`src/rtl/usb_desc_pkg.sv`:
```
`default_nettype none
// +----------------------------------------------------------------------------+
// | usb_desc_pkg : shared descriptor type codes, string indices, FSM state    |
// |                encoding and the EP0 max-packet legality check.            |
// | Revision     : 1.0                                                         |
// +----------------------------------------------------------------------------+
package usb_desc_pkg;

  localparam logic [7:0] C_DT_DEV   = 8'd1;
  localparam logic [7:0] C_DT_CFG   = 8'd2;
  localparam logic [7:0] C_DT_STR   = 8'd3;
  localparam logic [7:0] C_DT_QUAL  = 8'd6;
  localparam logic [7:0] C_DT_OSCFG = 8'd7;

  localparam logic [7:0] C_STR_LANG    = 8'd0;
  localparam logic [7:0] C_STR_VENDOR  = 8'd1;
  localparam logic [7:0] C_STR_PRODUCT = 8'd2;
  localparam logic [7:0] C_STR_SERIAL  = 8'd3;
  localparam logic [7:0] C_STR_LANG_LEN = 8'd4;

  typedef enum logic [2:0] {
    ST_IDLE     = 3'd0,
    ST_WAIT_IN  = 3'd1,
    ST_SEND     = 3'd2,
    ST_WAIT_ACK = 3'd3,
    ST_ZLP      = 3'd4
  } state_t;

  function automatic logic max_pkt_legal(input int unsigned mp);
    return (mp == 8) || (mp == 16) || (mp == 32) || (mp == 64);
  endfunction

endpackage
`default_nettype wire

```
`src/rtl/usb_desc_lookup.sv`:
```
`default_nettype none
// +----------------------------------------------------------------------------+
// | usb_desc_lookup : combinational wValue -> {addr, len, valid, subst}        |
// |                   resolver over the descriptor ROM layout outputs.        |
// | Revision        : 1.0                                                      |
// +----------------------------------------------------------------------------+
module usb_desc_lookup
  import usb_desc_pkg::*;
#(
  parameter bit HSSUPPORT = 1'b1
) (
  input  logic [7:0] i_type,
  input  logic [7:0] i_index,
  input  logic       i_hs_mode,
  input  logic       i_have_strings,
  input  logic [9:0] i_dev_addr,
  input  logic [7:0] i_dev_len,
  input  logic [9:0] i_qual_addr,
  input  logic [7:0] i_qual_len,
  input  logic [9:0] i_fscfg_addr,
  input  logic [7:0] i_fscfg_len,
  input  logic [9:0] i_hscfg_addr,
  input  logic [7:0] i_hscfg_len,
  input  logic [9:0] i_strlang_addr,
  input  logic [9:0] i_strvendor_addr,
  input  logic [7:0] i_strvendor_len,
  input  logic [9:0] i_strproduct_addr,
  input  logic [7:0] i_strproduct_len,
  input  logic [9:0] i_strserial_addr,
  input  logic [7:0] i_strserial_len,
  output logic [9:0] o_addr,
  output logic [7:0] o_len,
  output logic       o_valid,
  output logic       o_subst
);

  always_comb begin
    o_addr  = '0;
    o_len   = '0;
    o_valid = 1'b0;
    o_subst = 1'b0;
    case (i_type)
      C_DT_DEV: begin
        o_addr  = i_dev_addr;
        o_len   = i_dev_len;
        o_valid = 1'b1;
      end
      C_DT_CFG: begin
        o_addr  = i_hs_mode ? i_hscfg_addr : i_fscfg_addr;
        o_len   = i_hs_mode ? i_hscfg_len  : i_fscfg_len;
        o_valid = (i_index == 8'd0);
      end
      C_DT_STR: begin
        case (i_index)
          C_STR_LANG:    begin o_addr = i_strlang_addr;    o_len = C_STR_LANG_LEN;   end
          C_STR_VENDOR:  begin o_addr = i_strvendor_addr;  o_len = i_strvendor_len;  end
          C_STR_PRODUCT: begin o_addr = i_strproduct_addr; o_len = i_strproduct_len; end
          C_STR_SERIAL:  begin o_addr = i_strserial_addr;  o_len = i_strserial_len;  end
          default: ;
        endcase
        // Unknown indices leave len at zero, which also rejects them here.
        o_valid = i_have_strings && (o_len != 8'd0);
      end
      C_DT_QUAL: begin
        o_addr  = i_qual_addr;
        o_len   = i_qual_len;
        o_valid = HSSUPPORT;
      end
      C_DT_OSCFG: begin
        o_addr  = i_hs_mode ? i_fscfg_addr : i_hscfg_addr;
        o_len   = i_hs_mode ? i_fscfg_len  : i_hscfg_len;
        o_valid = HSSUPPORT && (i_index == 8'd0);
        o_subst = 1'b1;
      end
      default: ;
    endcase
  end

endmodule
`default_nettype wire

```
`src/rtl/usb_getdesc_ctrl.sv`:
```
`default_nettype none
// +----------------------------------------------------------------------------+
// | usb_getdesc_ctrl : EP0 GET_DESCRIPTOR data stage; streams ROM bytes to the |
// |                    IN transmitter in max-packet chunks with ACK/retry/ZLP.|
// | Revision         : 1.0                                                     |
// +----------------------------------------------------------------------------+
module usb_getdesc_ctrl
  import usb_desc_pkg::*;
#(
  parameter int unsigned MAX_PKT   = 64,
  parameter bit          HSSUPPORT = 1'b1
) (
  input  logic        CLK,
  input  logic        RESET,
  input  logic        i_get_desc,
  input  logic [15:0] i_wvalue,
  input  logic [15:0] i_wlength,
  input  logic        i_hs_mode,
  input  logic        i_setup_abort,
  input  logic [9:0]  i_desc_dev_addr,
  input  logic [7:0]  i_desc_dev_len,
  input  logic [9:0]  i_desc_qual_addr,
  input  logic [7:0]  i_desc_qual_len,
  input  logic [9:0]  i_desc_fscfg_addr,
  input  logic [7:0]  i_desc_fscfg_len,
  input  logic [9:0]  i_desc_hscfg_addr,
  input  logic [7:0]  i_desc_hscfg_len,
  input  logic [9:0]  i_desc_oscfg_addr,
  input  logic [9:0]  i_desc_strlang_addr,
  input  logic [9:0]  i_desc_strvendor_addr,
  input  logic [7:0]  i_desc_strvendor_len,
  input  logic [9:0]  i_desc_strproduct_addr,
  input  logic [7:0]  i_desc_strproduct_len,
  input  logic [9:0]  i_desc_strserial_addr,
  input  logic [7:0]  i_desc_strserial_len,
  input  logic        i_descrom_have_strings,
  output logic [9:0]  o_descrom_raddr,
  input  logic [7:0]  i_descrom_rdat,
  input  logic        i_in_token,
  output logic        o_tx_valid,
  output logic [7:0]  o_tx_data,
  output logic        o_tx_last,
  input  logic        i_tx_ready,
  output logic        o_tx_zlp,
  input  logic        i_in_ack,
  input  logic        i_in_retry,
  output logic        o_stall,
  output logic        o_busy
);

  localparam logic [15:0] C_MAX_PKT16 = 16'(MAX_PKT);
  localparam logic [7:0]  C_MAX_PKT8  = 8'(MAX_PKT);

  generate
    if (!max_pkt_legal(MAX_PKT)) begin : g_bad_max_pkt
      $error("usb_getdesc_ctrl: MAX_PKT must be 8, 16, 32 or 64");
    end
  endgenerate

  logic [9:0]  w_lu_addr;
  logic [7:0]  w_lu_len;
  logic        w_lu_valid;
  logic        w_lu_subst;
  logic [15:0] w_xfer16;
  logic        w_need_zlp;
  logic        w_start;
  logic        w_accept;
  logic [7:0]  w_remaining;
  logic [7:0]  w_pkt_size;
  logic [7:0]  w_last_off;

  state_t      r_state;
  state_t      w_state_nxt;
  logic [9:0]  r_desc_addr;
  logic [9:0]  r_osc_addr;
  logic [7:0]  r_xfer_len;
  logic [7:0]  r_pkt_base;
  logic [7:0]  r_offset;
  logic        r_subst;
  logic        r_need_zlp;
  logic        r_zlp_inflight;
  logic        r_stall;

  usb_desc_lookup #(
    .HSSUPPORT (HSSUPPORT)
  ) u_lookup (
    .i_type            (i_wvalue[15:8]),
    .i_index           (i_wvalue[7:0]),
    .i_hs_mode         (i_hs_mode),
    .i_have_strings    (i_descrom_have_strings),
    .i_dev_addr        (i_desc_dev_addr),
    .i_dev_len         (i_desc_dev_len),
    .i_qual_addr       (i_desc_qual_addr),
    .i_qual_len        (i_desc_qual_len),
    .i_fscfg_addr      (i_desc_fscfg_addr),
    .i_fscfg_len       (i_desc_fscfg_len),
    .i_hscfg_addr      (i_desc_hscfg_addr),
    .i_hscfg_len       (i_desc_hscfg_len),
    .i_strlang_addr    (i_desc_strlang_addr),
    .i_strvendor_addr  (i_desc_strvendor_addr),
    .i_strvendor_len   (i_desc_strvendor_len),
    .i_strproduct_addr (i_desc_strproduct_addr),
    .i_strproduct_len  (i_desc_strproduct_len),
    .i_strserial_addr  (i_desc_strserial_addr),
    .i_strserial_len   (i_desc_strserial_len),
    .o_addr            (w_lu_addr),
    .o_len             (w_lu_len),
    .o_valid           (w_lu_valid),
    .o_subst           (w_lu_subst)
  );

  assign w_xfer16   = ({8'h00, w_lu_len} < i_wlength) ? {8'h00, w_lu_len} : i_wlength;
  assign w_need_zlp = (w_xfer16 < i_wlength) && ((w_xfer16 % C_MAX_PKT16) == 16'd0) &&
                      (w_xfer16 != 16'd0);
  // A zero-length transfer (wLength 0 or empty descriptor) has no data stage.
  assign w_start    = w_lu_valid && (w_xfer16 != 16'd0);

  assign w_remaining = r_xfer_len - r_pkt_base;
  assign w_pkt_size  = (w_remaining > C_MAX_PKT8) ? C_MAX_PKT8 : w_remaining;
  assign w_last_off  = r_pkt_base + w_pkt_size - 8'd1;
  assign w_accept    = o_tx_valid && i_tx_ready;

  always_comb begin
    w_state_nxt = r_state;
    o_tx_valid  = 1'b0;
    o_tx_last   = 1'b0;
    o_tx_zlp    = 1'b0;
    if (i_setup_abort) begin
      w_state_nxt = ST_IDLE;
    end else if (i_get_desc) begin
      w_state_nxt = w_start ? ST_WAIT_IN : ST_IDLE;
    end else begin
      case (r_state)
        ST_WAIT_IN: begin
          if (i_in_token) begin
            if (w_remaining != 8'd0) w_state_nxt = ST_SEND;
            else if (r_need_zlp)     w_state_nxt = ST_ZLP;
          end
        end
        ST_SEND: begin
          o_tx_valid = 1'b1;
          o_tx_last  = (r_offset == w_last_off);
          if (i_tx_ready && o_tx_last) w_state_nxt = ST_WAIT_ACK;
        end
        ST_WAIT_ACK: begin
          if (i_in_ack) begin
            if (r_zlp_inflight)
              w_state_nxt = ST_IDLE;
            else if ((w_remaining != w_pkt_size) || r_need_zlp)
              w_state_nxt = ST_WAIT_IN;
            else
              w_state_nxt = ST_IDLE;
          end else if (i_in_retry) begin
            w_state_nxt = ST_WAIT_IN;
          end
        end
        ST_ZLP: begin
          o_tx_zlp    = 1'b1;
          w_state_nxt = ST_WAIT_ACK;
        end
        default: w_state_nxt = ST_IDLE;
      endcase
    end
  end

  always_ff @(posedge CLK or posedge RESET) begin
    if (RESET) r_state <= ST_IDLE;
    else       r_state <= w_state_nxt;
  end

  always_ff @(posedge CLK or posedge RESET) begin
    if (RESET) begin
      r_desc_addr    <= '0;
      r_osc_addr     <= '0;
      r_xfer_len     <= '0;
      r_pkt_base     <= '0;
      r_offset       <= '0;
      r_subst        <= 1'b0;
      r_need_zlp     <= 1'b0;
      r_zlp_inflight <= 1'b0;
      r_stall        <= 1'b0;
    end else if (i_setup_abort) begin
      r_stall <= 1'b0;
    end else if (i_get_desc) begin
      r_stall        <= !w_lu_valid;
      r_desc_addr    <= w_lu_addr;
      r_osc_addr     <= i_desc_oscfg_addr;
      r_subst        <= w_lu_subst;
      r_xfer_len     <= w_xfer16[7:0];
      r_need_zlp     <= w_need_zlp;
      r_pkt_base     <= '0;
      r_offset       <= '0;
      r_zlp_inflight <= 1'b0;
    end else begin
      if (w_accept) r_offset <= r_offset + 8'd1;
      if (r_state == ST_ZLP) r_zlp_inflight <= 1'b1;
      if (r_state == ST_WAIT_ACK) begin
        if (i_in_ack) begin
          if (!r_zlp_inflight) r_pkt_base <= r_pkt_base + w_pkt_size;
        end else if (i_in_retry) begin
          r_offset <= r_pkt_base;
        end
      end
    end
  end

  // Other-speed config: the type byte comes from a ROM location holding 0x07.
  assign o_descrom_raddr = (r_subst && (r_offset == 8'd1)) ? r_osc_addr
                                                           : r_desc_addr + {2'b00, r_offset};
  assign o_tx_data = i_descrom_rdat;
  assign o_stall   = r_stall;
  assign o_busy    = (r_state != ST_IDLE);

endmodule
`default_nettype wire

```
`config.mk`:
```
export PLATFORM = sky130hd
export DESIGN_NAME = usb_getdesc_ctrl
export DESIGN_NICKNAME = d
export VERILOG_FILES = /design/src/rtl/usb_desc_pkg.sv /design/src/rtl/usb_desc_lookup.sv /design/src/rtl/usb_getdesc_ctrl.sv
export SDC_FILE = /design/constraint.sdc
export NUM_CORES = 1
export LEC_CHECK = 0
export CAP_MARGIN = 15
export CORE_MARGIN = 2
export CORE_UTILIZATION = 42
export CTS_CLUSTER_SIZE = 28
export DETAILED_ROUTE_END_ITERATION = 8
export PLACE_DENSITY = 0.8
export SLEW_MARGIN = 15
export SYNTH_ARGS = -nofsm -noshare
export SYNTH_HDL_FRONTEND = slang
export SYNTH_HIERARCHICAL = 1
export SYNTH_SLANG_ARGS = --single-unit
```
`constraint.sdc`:
```
create_clock -name CLK -period 5.4 [get_ports CLK]
set_input_delay 0.81 -clock CLK [delete_from_list [all_inputs] [get_ports CLK]]
set_output_delay 0.81 -clock CLK [all_outputs]
set_load 0.005 [all_outputs]
```
[After elaboration in Yosys (flattened, before gate mapping)]
Index checks and enable logic that the tools add are counted.
Word-level totals
  flip-flop bits (word level): 51
  input port bits: 196
  output and inout port bits: 23
  logic and storage cells: 112
Operators by class
  add/subtract/negate cells: 5
  order comparisons: 3
  eq/ne operators: 20
  muxes and demuxes: 48
  bitwise operators: 1
  reductions and logical operators: 25
Operator list (count)
  8-bit 2-to-1 mux: 13
  10-bit case mux with 5 select lines: 1
  10-bit case mux with 4 select lines: 1
  8-bit case mux with 5 select lines: 1
  8-bit by 2-bit equality test with 1-bit output (second input constant): 4
  8-bit case mux with 4 select lines: 1
  10-bit 2-to-1 mux: 3
  8-bit by 1-bit equality test with 1-bit output (second input constant): 3
  3-bit 2-to-1 mux: 8
  1-bit 2-to-1 mux: 17
  8-bit by 3-bit equality test with 1-bit output (second input constant): 2
  16-bit zero test: 1
  16-bit less-than comparator: 1
  8-bit by 16-bit less-than comparator with 1-bit output: 1
  16-bit 2-to-1 mux: 1
  16-bit nonzero test: 1
  8-bit nonzero test: 2
  3-bit case mux with 4 select lines: 1
  10-bit by 8-bit adder with 10-bit output: 1
  5-bit != test (second input constant): 2
  8-bit by 1-bit adder with 8-bit output (second input constant): 1
  8-bit adder: 1
  8-bit equality test: 1
  8-bit by 7-bit greater-than comparator with 1-bit output (second input constant): 1
  19 further kinds: 33

[Longest topological paths before layout]
  depth after elaboration: 11
  depth in mapped cells: 23
  mapped depth without buffers: 21

[Cells and area by module]
The synthesis kept the hierarchy.
By module, submodules not included
  usb_getdesc_ctrl: instances 1, cells each 522, area each 4251.6 µm², seq. area each 1276.2 µm²
  usb_desc_lookup: instances 1, cells each 218, area each 1724.2 µm², seq. area each 0.0 µm²

[Least setup slack after synthesis]
OpenSTA, ideal clock, no wires.
  kind: register to output
  start point: reg r_pkt_base[0]
  end point: out o_tx_last
  data arrival time: 4705 ps
  data required time: 4590 ps
  slack: -115 ps
  stages on the path, launching flop included: 17
  buffers on the path: 1
  path through: dfrtp_1 > ha_1 > fa_1 > nand2b_1 > a211o_1 > a211oi_1 > a41oi_2 > or2_1 > buf_6 > or3b_2 > fa_1 > xor2_1 > nand2_1 > a211o_1 > or3_1 > xnor3_1 > nor4bb_1
On the way
  cells in the longest elaborated chain, start to end: 9
Ends and longest elaborated chain
  from (decl): line usb_getdesc_ctrl.sv:77  | logic [7:0] r_pkt_base;
  from (signal assigned): line usb_getdesc_ctrl.sv:199  | if (!r_zlp_inflight) r_pkt_base <= r_pkt_base + w_pkt_size;
  8-bit subtractor: line usb_getdesc_ctrl.sv:118  | assign w_remaining = r_xfer_len - r_pkt_base;
  8-bit by 7-bit greater-than comparator with 1-bit output: line usb_getdesc_ctrl.sv:119  | assign w_pkt_size = (w_remaining > C_MAX_PKT8) ? C_MAX_PKT8 : w_remaining;
  8-bit 2-to-1 mux: line usb_getdesc_ctrl.sv:119
  8-bit adder *: line usb_getdesc_ctrl.sv:120  | assign w_last_off = r_pkt_base + w_pkt_size - 8'd1;
  8-bit by 1-bit subtractor with 8-bit output *: line usb_getdesc_ctrl.sv:120
  8-bit equality test *: line usb_getdesc_ctrl.sv:142  | o_tx_last = (r_offset == w_last_off);
  1-bit 2-to-1 mux *: line usb_getdesc_ctrl.sv:133  | case (r_state)
  1-bit 2-to-1 mux *: line usb_getdesc_ctrl.sv:130  | end else if (i_get_desc) begin
  1-bit 2-to-1 mux *: line usb_getdesc_ctrl.sv:128  | if (i_setup_abort) begin
  to (decl): line usb_getdesc_ctrl.sv:42  | output logic o_tx_last,
Mark *: on every way between the ends. The rest lies on a longest branch, timed or not.

[Worst setup path after layout]
Same ends and word-level chain as after synthesis.

==> impl_metrics.json <==
{
  "cts.clk_slew.worst_paths_ps": 70,
  "cts_hold_buf": 0,
  "pwr_density_cell_mw_per_mm2": 130,
  "worst_slack_ps": -319,
  "yosysTopAreaCell": "dfrtp_1",
  "synth_ff_type": "dfrtp_1",
  "synth_nets": 977,
  "cts_tree": "yes",
  "drt-total-wl_um": 21100,
  "port_buffers": 202,
  "root_buffer": "clkbuf_16",
  "drtIter0Drc": 490,
  "skew_ps": 3.27,
  "num_vias": 6598,
  "timing.fmax_mhz": 175,
  "cp_num_buf_inv": 3,
  "grt_overflow": 0,
  "synth_area_mm2": 0.00598,
  "avgSynthCellArea_um2": 8.08,
  "viasPerCell": 5.70,
  "coreArea_mm2": 0.0139,
  "yosysUniqueCellTypes": 70,
  "drive_above_1_share_pct": 16.3,
  "gp_congestion": 0.926,
  "yosysSeqAreaShare_pct": 21.4,
  "tightestPinTransition_ps": 877,
  "die_w_um": 123,
  "synth_edf_count": 0,
  "critPathRequiredTime_ps": 4590,
  "clock_latency_ps": 280,
  "clock_path_buffers": 2,
  "final_max_slew_viol_count": 0,
  "drc": 0,
  "finalSetupViolCount": 1,
  "min_path_type": "reg -> reg",
  "setup_tns_ps": -319,
  "grt_pass1_wl_um": 32700,
  "grt_pass1_vias": 6356,
  "endpoint_kind": "output pin",
  "syn_inst": 740,
  "dp_hpwl_um": 16900,
  "relSlewSlack_pct": 41.5,
  "crit_family": "simple AND/OR/NAND/NOR gates",
  "antenna_found_initial": 0,
  "layout.cells.non_filler": 1157,
  "rsz0062_at_grt": "true",
  "fin_util_pct": 63.8,
  "htreeDepth": 2,
  "io_pins": 219,
  "fin_crit_ps": 5720,
  "ir_drop_mv": 0.172,
  "async_flop_share_pct": 100,
  "nNetsFinal": 1213,
  "worst_path_max_delay_cell": "dfrtp_1",
  "fp-row-count": 43,
  "clkSinkCount": 51,
  "syn_to_final_growth_pct": 48.2,
  "failed_checks": "setup timing",
  "numCtsBuffers": 5,
  "outcome": "complete, but fails checks",
  "dieArea_mm2": 0.0152,
  "dp_slack_ps": -380,
  "cp_max_fo": 3,
  "die_y_um": 123,
  "grt_use_total_pct": 27.8,
  "start_util_pct": 43.1,
  "num_antenna_cells": 0,
  "hold_viol": 0,
  "drt-pass1-iter-count": 5,
  "post-synth-top-area-fraction_pct": 21.4,
  "synth_area_leaders": "dfrtp_1 (21%), ha_1 (8.0%), nand2_1 (7.0%)",
  "wl_per_cell_um": 18.2,
  "power_mw": 1.15,
  "crit_type": "reg -> out",
  "crit_path_start_kind": "register",
  "ys_warn_count": 6,
  "critical_path_arrival_ps": 4910,
  "max_cap_viol_count": 0,
  "p_leak_nw": 3.98,
  "ys_ff_latch": 51,
  "place_inst": 1145,
  "min_period_over_period_pct": 106,
  "crit_path_max_incr_delay_ps": 420,
  "grt_max_degree": 52,
  "antenna_left": 0,
  "path_cells": "ha_4 > fa_2 > nand2b_4 > a211o_1 > a211oi_2 > a41oi_2 > or2_1 > or3b_4 > fa_2 > inv_2 > a21o_1 > a21oi_2 > o21bai_1 > a21oi_2 > xnor2_2 > buf_4 > or3_1 > xnor3_1 > nor4bb_2 > buf_2"
}
[synth_stat cells (6+ instances only)]
master,number
mux2i_1,36
nor3_1,9
buf_2,11
mux4_2,10
xor2_1,10
o22ai_1,8
o21ai_0,43
a31oi_1,10
xnor2_1,15
dfrtp_1,51
nand2b_1,9
inv_1,32
a22oi_1,22
a211oi_1,6
nor4_1,9
o2bb2ai_1,24
a21oi_1,37
nor2b_1,14
a21o_1,9
nand4_1,6
buf_4,10
nand3_1,7
ha_1,38
mux2_2,25
clkbuf_1,27
nand2_1,112
nor2_1,56
a22o_1,10
[state kept, by name (all words and copies together) (netlist names)]
name / flops
o_stall: 1
r_desc_addr: 10
r_need_zlp: 1
r_offset: 8
r_osc_addr: 10
r_pkt_base: 8
r_state: 3
r_subst: 1
r_xfer_len: 8
r_zlp_inflight: 1
[final cells by class]
cell class	instances	area, um^2
clock buffer	6	139
clock inverter	2	38.8
fill	1176	5020
inverter	32	121
multi-input combinational	605	4430
sequential	51	1280
tap	180	225
timing repair buffer	281	2630
[cells in the final DEF, fill, tap and decap left out, types with 5 or more instances in the layout]
master / synthesis / layout
a211oi_1: 6 / 5
a21o_1: 9 / 9
a21oi_1: 37 / 33
a22o_1: 10 / 10
a22oi_1: 22 / 22
a31oi_1: 10 / 10
buf_4: 10 / 77
clkbuf_16: 0 / 5
clkdlybuf4s50_1: 0 / 200
dfrtp_1: 51 / 51
ha_1: 38 / 37
inv_1: 32 / 29
mux2_2: 25 / 25
mux2i_1: 36 / 36
mux4_2: 10 / 10
nand2_1: 112 / 112
nand2b_1: 9 / 8
nand3_1: 7 / 7
nand4_1: 6 / 6
nor2_1: 56 / 56
nor2b_1: 14 / 13
nor3_1: 9 / 9
nor4_1: 9 / 8
o21ai_0: 43 / 43
o21ai_1: 5 / 5
o22ai_1: 8 / 7
o2bb2ai_1: 24 / 24
or2_2: 5 / 5
xnor2_1: 15 / 13
xor2_1: 10 / 8
[logic make-up (layout without fill, tap and decap cells)]
group	after synthesis	after routing	share of synthesized area [%]
buf+inv	84	321	6.39
fa+ha+maj	41	41	8.96
mux	71	71	14.5
xor+xnor	27	27	4.42
compound gates	202	202	22.9
flops	51	51	21.4
simple gates	264	264	21.4
[report_power, final]
part	internal [mW]	leakage (nW)	switching, mW	total (mW)
Sequential	0.393	0.694	0.00597	0.399
Combinational	0.217	3.19	0.155	0.372
Clock	0.233	0.0875	0.144	0.377
Total	0.844	3.98	0.304	1.15
[metal layers]
layer / wire [um] / track usage [%] / vias to the layer above
li1: - / - / 3171
met1: 8790 / 37.2 / 3079
met2: 9940 / 45.4 / 300
met3: 1730 / 5.44 / 48
met4: 609 / 8.66 / 0
met5: 0 / 0 / -
[timing repair]
item / in CTS / in global routing
pin swaps: 5 / 12
setup endpoints to repair: 1 / 2
setup buffers: 2 / 2
resized for setup: 9 / 11
hold endpoints to repair: 0 / 0
[worst min-delay path, stage by stage, from the launching register on]
cell and delay (ps):
dfrtp_1 340, nand2_1 50, nand2_1 60
[path summary, 6_finish.rpt]
check	slack, ps	depth (start not counted)	endpoint	startpoint
worst max-delay path	-320	20	o_tx_last	r_pkt_base[0]
worst min-delay path	480	2	r_osc_addr[8]	r_osc_addr[8]
worst max register to register	750	20	r_state[0]	r_pkt_base[0]
worst min register to register	480	2	r_osc_addr[8]	r_osc_addr[8]
max in group asynchronous	3870	2	r_state[0]	RESET
min in group asynchronous	1000	2	r_pkt_base[7]	RESET
[per-stage QoR]
stage / cell area, um^2 / hold WS, ps
global route: 8860 / 501
global placement: 8570 / 456
finish: 8860 / 481
floorplan: 6000 / 442
CTS: 8780 / 483
detailed placement: 8570 / 467
No activity file was read; power rests on OpenSTA's default activity.
